==> src/rtl/fetch_if.sv <==
// Fetch-stage bus bundle: instruction-memory request/response, branch redirect,
// and the push side of the fetch queue feeding decode.
interface fetch_if #(
   parameter int XLEN = 32
);
   logic                imem_req_valid;
   logic [XLEN-1:0]     imem_req_addr;
   logic                imem_req_ready;
   logic                imem_resp_valid;
   logic [XLEN-1:0]     imem_resp_data;
   logic                redirect_valid;
   logic [XLEN-1:0]     redirect_pc;
   logic                fq_full;
   logic                fq_write_en;
   logic [2*XLEN-1:0]   fq_write_data;
   logic [31:0]         fetch_count;

   // The fetch unit drives requests and queue pushes; everything else comes in.
   modport master (
      output imem_req_valid,
      output imem_req_addr,
      input  imem_req_ready,
      input  imem_resp_valid,
      input  imem_resp_data,
      input  redirect_valid,
      input  redirect_pc,
      input  fq_full,
      output fq_write_en,
      output fq_write_data,
      output fetch_count
   );

   // Memory, branch unit and fetch queue as seen from the outside.
   modport slave (
      input  imem_req_valid,
      input  imem_req_addr,
      output imem_req_ready,
      output imem_resp_valid,
      output imem_resp_data,
      output redirect_valid,
      output redirect_pc,
      output fq_full,
      input  fq_write_en,
      input  fq_write_data,
      input  fetch_count
   );
endinterface

==> src/rtl/fetch_unit.sv <==
// Instruction fetch stage. Owns the PC, keeps at most one instruction-memory read
// outstanding, and pushes {pc, instr} into the fetch queue. A redirect always wins:
// the PC is reloaded at that edge and any request already in flight for the old PC
// is drained and discarded in S_FLUSH so it can never reach the queue.
module fetch_unit #(
   parameter int              XLEN     = 32,
   parameter logic [XLEN-1:0] RESET_PC = '0
) (
   input  logic    clk,
   input  logic    reset,
   fetch_if.master io_fetch
);

   typedef enum logic [1:0] {
      S_REQ   = 2'd0,
      S_WAIT  = 2'd1,
      S_PUSH  = 2'd2,
      S_FLUSH = 2'd3
   } state_t;

   state_t            r_state;
   state_t            w_nextState;
   logic [XLEN-1:0]   r_pc;
   logic [XLEN-1:0]   r_holdPc;
   logic [XLEN-1:0]   r_holdInstr;
   logic [31:0]       r_fetchCount;

   logic              w_reqValid;
   logic              w_accept;
   logic              w_capture;
   logic              w_push;
   logic [XLEN-1:0]   w_redirectPc;
   logic [XLEN-1:0]   w_resetPc;

   // Instructions are word aligned, so the two low PC bits are always cleared.
   assign w_redirectPc = {io_fetch.redirect_pc[XLEN-1:2], 2'b00};
   assign w_resetPc    = {RESET_PC[XLEN-1:2], 2'b00};

   // Next-state and handshake decode; redirect is checked first in every state.
   always_comb begin
      w_nextState = r_state;
      w_reqValid  = 1'b0;
      w_accept    = 1'b0;
      w_capture   = 1'b0;
      w_push      = 1'b0;
      case (r_state)
         S_REQ: begin
            w_reqValid = 1'b1;
            w_accept   = io_fetch.imem_req_ready;
            if (io_fetch.redirect_valid) begin
               w_nextState = w_accept ? S_FLUSH : S_REQ;
            end else if (w_accept) begin
               w_nextState = S_WAIT;
            end
         end
         S_WAIT: begin
            if (io_fetch.redirect_valid) begin
               w_nextState = io_fetch.imem_resp_valid ? S_REQ : S_FLUSH;
            end else if (io_fetch.imem_resp_valid) begin
               w_capture   = 1'b1;
               w_nextState = S_PUSH;
            end
         end
         S_PUSH: begin
            if (io_fetch.redirect_valid) begin
               w_nextState = S_REQ;
            end else if (!io_fetch.fq_full) begin
               w_push      = 1'b1;
               w_nextState = S_REQ;
            end
         end
         S_FLUSH: begin
            if (io_fetch.imem_resp_valid) begin
               w_nextState = S_REQ;
            end
         end
         default: begin
            w_nextState = S_REQ;
         end
      endcase
   end

   // State register.
   always_ff @(posedge clk) begin
      if (reset) begin
         r_state <= S_REQ;
      end else begin
         r_state <= w_nextState;
      end
   end

   // PC: redirect target first, otherwise step one word after each push.
   always_ff @(posedge clk) begin
      if (reset) begin
         r_pc <= w_resetPc;
      end else if (io_fetch.redirect_valid) begin
         r_pc <= w_redirectPc;
      end else if (w_push) begin
         r_pc <= r_pc + XLEN'(4);
      end
   end

   // Hold registers keep the returned word and its PC stable while the queue is full.
   always_ff @(posedge clk) begin
      if (reset) begin
         r_holdPc    <= '0;
         r_holdInstr <= '0;
      end else if (w_capture) begin
         r_holdPc    <= r_pc;
         r_holdInstr <= io_fetch.imem_resp_data;
      end
   end

   // Pushed-instruction counter; wraps naturally at 32 bits.
   always_ff @(posedge clk) begin
      if (reset) begin
         r_fetchCount <= '0;
      end else if (w_push) begin
         r_fetchCount <= r_fetchCount + 32'd1;
      end
   end

   assign io_fetch.imem_req_valid = w_reqValid;
   assign io_fetch.imem_req_addr  = r_pc;
   assign io_fetch.fq_write_en    = w_push;
   assign io_fetch.fq_write_data  = {r_holdPc, r_holdInstr};
   assign io_fetch.fetch_count    = r_fetchCount;

endmodule

==> src/flat_wrapper.sv <==
// flat-port wrapper written by rule: the top's interface ports become plain ports
module fetch_unit_flat 
#(
   parameter int              XLEN     = 32,
   parameter logic [XLEN-1:0] RESET_PC = '0
)
  (clk, reset, io_fetch_imem_req_valid, io_fetch_imem_req_addr, io_fetch_imem_req_ready, io_fetch_imem_resp_valid, io_fetch_imem_resp_data, io_fetch_redirect_valid, io_fetch_redirect_pc, io_fetch_fq_full, io_fetch_fq_write_en, io_fetch_fq_write_data, io_fetch_fetch_count);
  fetch_if #(.XLEN(XLEN)) io_fetch_i ();
  input  logic clk;
  input  logic reset;
  output wire logic [$bits(io_fetch_i.imem_req_valid)-1:0] io_fetch_imem_req_valid;
  output wire logic [$bits(io_fetch_i.imem_req_addr)-1:0] io_fetch_imem_req_addr;
  input wire logic [$bits(io_fetch_i.imem_req_ready)-1:0] io_fetch_imem_req_ready;
  input wire logic [$bits(io_fetch_i.imem_resp_valid)-1:0] io_fetch_imem_resp_valid;
  input wire logic [$bits(io_fetch_i.imem_resp_data)-1:0] io_fetch_imem_resp_data;
  input wire logic [$bits(io_fetch_i.redirect_valid)-1:0] io_fetch_redirect_valid;
  input wire logic [$bits(io_fetch_i.redirect_pc)-1:0] io_fetch_redirect_pc;
  input wire logic [$bits(io_fetch_i.fq_full)-1:0] io_fetch_fq_full;
  output wire logic [$bits(io_fetch_i.fq_write_en)-1:0] io_fetch_fq_write_en;
  output wire logic [$bits(io_fetch_i.fq_write_data)-1:0] io_fetch_fq_write_data;
  output wire logic [$bits(io_fetch_i.fetch_count)-1:0] io_fetch_fetch_count;
  assign io_fetch_imem_req_valid = io_fetch_i.imem_req_valid;
  assign io_fetch_imem_req_addr = io_fetch_i.imem_req_addr;
  assign io_fetch_i.imem_req_ready = io_fetch_imem_req_ready;
  assign io_fetch_i.imem_resp_valid = io_fetch_imem_resp_valid;
  assign io_fetch_i.imem_resp_data = io_fetch_imem_resp_data;
  assign io_fetch_i.redirect_valid = io_fetch_redirect_valid;
  assign io_fetch_i.redirect_pc = io_fetch_redirect_pc;
  assign io_fetch_i.fq_full = io_fetch_fq_full;
  assign io_fetch_fq_write_en = io_fetch_i.fq_write_en;
  assign io_fetch_fq_write_data = io_fetch_i.fq_write_data;
  assign io_fetch_fetch_count = io_fetch_i.fetch_count;
  fetch_unit #(.XLEN(XLEN), .RESET_PC(RESET_PC)) u_core (.clk(clk), .reset(reset), .io_fetch(io_fetch_i));
endmodule
==> config.mk <==
export PLATFORM = sky130hd
export DESIGN_NAME = fetch_unit_flat
export DESIGN_NICKNAME = d
export VERILOG_FILES = /design/src/rtl/fetch_if.sv /design/src/rtl/fetch_unit.sv /design/src/flat_wrapper.sv
export SDC_FILE = /design/constraint.sdc
export NUM_CORES = 1
export LEC_CHECK = 0
export ABC_CLOCK_PERIOD_IN_PS = 2290
export BUFFER_PORTS_ARGS = -buffer_cell sky130_fd_sc_hd__buf_4
export CORE_ASPECT_RATIO = 0.7
export CORE_MARGIN = 10
export CORE_UTILIZATION = 45
export DETAILED_ROUTE_END_ITERATION = 10
export PLACE_DENSITY = 0.73
export SLEW_MARGIN = 20
export SYNTH_ARGS = -nofsm -noshare
export SYNTH_HDL_FRONTEND = slang
export SYNTH_SLANG_ARGS = --single-unit
==> constraint.sdc <==
create_clock -name clk -period 2.29 [get_ports clk]
set_input_delay 0.3435 -clock clk [delete_from_list [all_inputs] [get_ports clk]]
set_output_delay 0.3435 -clock clk [all_outputs]
set_load 0.02 [all_outputs]
======== Yosys cells after proc, flatten, opt, wreduce, memory -nomap -nowiden ========
Index checks and enable logic that the tools add are counted.
W data, S select, Z words.
operators by class
  muxes and demuxes ....................... 19
  reductions and logical operators ........ 4
  add/sub/neg operators ................... 2
  equal/unequal tests ..................... 7
operators by type and width
  operator                 number
  $mux W32                 2
  $add A32 B1 Y32 const B  1
  $add A32 B3 Y32 const B  1
  $mux W2                  9
  $ne A3 B3 Y1 const B     3
  $pmux W2 S4              1
  $mux W1                  7
  $eq A2 B2 Y1 const B     2
  $reduce_and A4 Y1        1
  $eq A2 B1 Y1 const B     1
  $logic_not A2 Y1         1
  $ne A2 B2 Y1 const B     1
  $reduce_bool A2 Y1       1
  $reduce_or A2 Y1         1
word-level totals
  register bits ........................... 130
  output and inout port bits .............. 130
  word-level logic and storage cells ...... 38
  bits of input ports ..................... 70

======== Depth between registers and ports, before layout ========
  word-level depth ........................ 5
  depth in mapped cells ................... 7
  depth with buffers taken out ............ 5

======== Worst setup path after synthesis ========
No wires, ideal clock.
  path type ............................... register -> register
  start ................................... register u_core.r_fetchCount[9] (netlist: u_core.io_fetch.fetch_count[9])
  end ..................................... register u_core.r_fetchCount[31] (netlist: u_core.io_fetch.fetch_count[31])
  arrival time ............................ 2.107 ns
  library setup time ...................... 0.121 ns
  cell stages (with the launch flop) ...... 7
  data required time ...................... 2.169 ns
  clock period less this slack ............ 2.228 ns
  path slack .............................. 0.062 ns
  buffers on the path ..................... 2
  path through ............................ dfxtp_1 -> nand4_1 -> or4_1 -> clkbuf_1 -> clkbuf_1 -> nor4_1 -> mux2_2
on the way
  longest elaborated chain between the ends .. 1
RTL lines
  what                      line               source
  start: declaration        fetch_unit.sv:26   logic [31:0] r_fetchCount;
  start signal: assignment  fetch_unit.sv:119  r_fetchCount <= r_fetchCount + 32'd1;
  $add A32 B1 Y32           fetch_unit.sv:119
Every way passes these cells.
A chain may end at the register's enable or synchronous reset.

======== Worst setup path in the final report ========
  start ................................... register u_core.r_state[0]
  end ..................................... register u_core.r_fetchCount[25] (netlist: u_core.io_fetch.fetch_count[25])
on the way
  longest elaborated chain between the ends .. 2
RTL lines
  what                      line              source
  start: declaration        fetch_unit.sv:21  state_t r_state;
  start signal: assignment  fetch_unit.sv:88  r_state <= w_nextState;
  $eq A2 B2 Y1              fetch_unit.sv:46  case (r_state)
  $mux W1                   fetch_unit.sv:46
Every way passes these cells.

==> impl_metrics.yaml <==
outcome:
  status: "finished, final reports clean"
logic_synthesis:
  synth_commonest_cells: "nand2_1, dfxtp_1, a21oi_1, clkbuf_1, nor2_1"
  synth_area_leaders: "dfxtp_1, nand2_1, a21oi_1"
  synth_top_area_cell: "dfxtp_1"
  synthMostInstantiatedCell: "nand2_1"
  ys.flop_type: "dfxtp_1"
  synth_cell_types: 51
  synthArstFlopShare_pct: 0
  yosysWarnings: 0
  synthCells: 706
  synth_edf_count: 0
  synth.top_cell.area_share_pct: 44.5
  ys_seq_area_share_pct: 44.5
  synth.ff_latch_count: 126
  syn_avg_cell_area_um2: 8.03
  synth_area_mm2: 0.00567
floorplan:
  start_util_pct: 45.8
  dieArea_mm2: 0.0176
  die_h_um: 114
  row_count: 34
  dieWidth_um: 154
  ioPinCount: 200
  coreArea_mm2: 0.0124
hold_path:
  hp-class: "in2reg"
global_route:
  grt_max_degree: 58
  grt_overflow: 0
  grt_first_pass_wirelength_mm: 30.5
  grt_use_total_pct: 20.9
  antenna_found_initial: 0
  grt_pass1_vias: 5930
clock_network:
  cts_setup_buffers: 0
  htreeDepth: 4
  cts.path.max_buffers: 2
  cts_sinks: 126
  cts_tree: "done"
  clk_pin_slew_ps: 60
  clk_latency_ps: 410
  cts_buffers: 17
  hold_buffers: 0
  cts_resized: 0
  root_buffer: "clkbuf_16"
placed_design:
  hpwl_mm: 14.1
  post-place-ws_ps: -29.5
  io_buffers: 193
  gp_congestion: 0.837
sta:
  fmax_mhz: 457
  finalSetupViolCount: 0
  clock_skew_ps: 7.34
  layout_min_cycle_time_ps: 2190
  finalWorstSetupSlack_ps: 101
  worst_slew_pin_slew_ps: 602
  hold_violations: 0
  period_share_pct: 95.6
  hold_ws_ps: 181
  slew_headroom_pct: 59.9
  slew_viol_final: 0
  rsz0062_at_grt: "false"
drt:
  final_antenna_net_count: 0
  wl_per_cell_um: 17.4
  drt-pass1-iter-count: 5
  avgViaCountPerCell: 5.59
  drtIter0Drc: 366
  drc: 0
  postRouteWirelength_mm: 18.9
  via_count: 6069
layout:
  areaGrowthSynthToFinish_pct: 41.2
  drive_gt1_share_pct: 29.5
  multi_input_area_mm2: 0.00286
  seq_area_mm2: 0.00252
  fill_cells: 1067
  fin_nets: 983
  antenna_cells: 0
setup_path:
  crit_path_max_fanout: 7
  crit_required_ps: 2620
  cp.arrival_ps: 2520
  endpoint_kind: "flop"
  start_kind: "flop"
  worstSetupPathType: "reg2reg"
job:
  cap_violations: 0
pwr:
  p_per_area_mw_per_mm2: 670
  leakagePower_nw: 3.14
  ir_worst_vdd_v: 0.000552
  finalPower_mw: 5.36
kinds of logic after synthesis:
kind of cell	Yosys count	synth area share, %
AND/OR/NAND/NOR	322	28.9
AO/OA/AOI/OAI	161	17.4
flip-flops	126	44.5
buffers and inverters	73	5.38
XOR/XNOR	20	3.09
adder cells (fa/ha/maj)	2	0.441
other	1	0.0661
multiplexers	1	0.199
power by group:
part	internal (mW)	leakage, nW	switching [mW]
sequential	2.25	1.02	0.0614
combinational	0.251	1.85	0.305
clock	1.56	0.270	0.931
flip-flops by register name, indices dropped and copies added (netlist names):
register                       count
u_core.r_state                     2
u_core.io_fetch.fetch_count       32
u_core.r_holdPc                   30
u_core.io_fetch.imem_req_addr     30
u_core.r_holdInstr                32
per-layer routing:
layer | wire [um] | part of all wire, % | global-route usage, % | vias to the layer above
met5 | 0 | 0 | 0 | -
met4 | 260 | 1.4 | 5.59 | 0
met3 | 2070 | 11 | 9.97 | 26
met2 | 8690 | 46 | 32.5 | 260
met1 | 7870 | 42 | 25.6 | 2846
li1 | - | - | - | 2937
through the flow:
step                std cells  utilization (%)  setup TNS, ps  instance area, um^2
floorplan                 709                -              0                 5680
global placement         1054             60.3              0                 7470
detailed placement       1054             60.3          -70.8                 7470
CTS                      1085             64.7              0                 8010
global route             1085             64.7              0                 8010
finish                   1085             64.7              0                 8010
placed cells by master (no fill, tap or decap), types with 4 or more instances in the layout:
cell type  instances
buf_4            233
nand2_1          149
dfxtp_1          126
a21oi_1           88
nor2_1            36
inv_1             20
nand4_1           18
or4_1             18
o31ai_1           17
clkbuf_16         17
nand3_1           16
a211oi_1          15
xnor2_1           15
nor4_1            14
and4_1            13
o21ai_0           13
a311oi_1          11
a2111oi_0         10
or3_1             10
nor3_1             9
and2_1             6
nor2b_1            5
and3_1             5
xor2_1             5
clkinv_2           5
conb_1             4
clkbuf_1           4
worst max-delay path: stages (launching register included):
cell and delay, ps:
dfxtp_1 310, or3b_1 440, or4_4 630, buf_4 180, or4_1 390, a21oi_1 160
path summary, 6_finish.rpt:
check | from | to | slack, ps | cells past startpoint
hold / removal | io_fetch_imem_resp_data[18] | u_core.r_holdInstr[18] | 180 | 3
hold reg to reg | u_core.r_holdPc[31] | u_core.r_holdPc[31] | 460 | 2
setup / recovery | u_core.r_state[0] | u_core.io_fetch.fetch_count[25] | 100 | 5
setup reg to reg | u_core.r_state[0] | u_core.io_fetch.fetch_count[25] | 100 | 5
area by class of cell:
type / instances / share of cell area, %
tap: 162 / 2.53
inverter: 20 / 0.937
sequential: 126 / 31.5
clock buffer: 24 / 6.01
clock inverter: 7 / 0.781
multi-input combinational: 510 / 35.7
timing repair buffer: 236 / 22.6
Power figures use the tool's default switching activity.
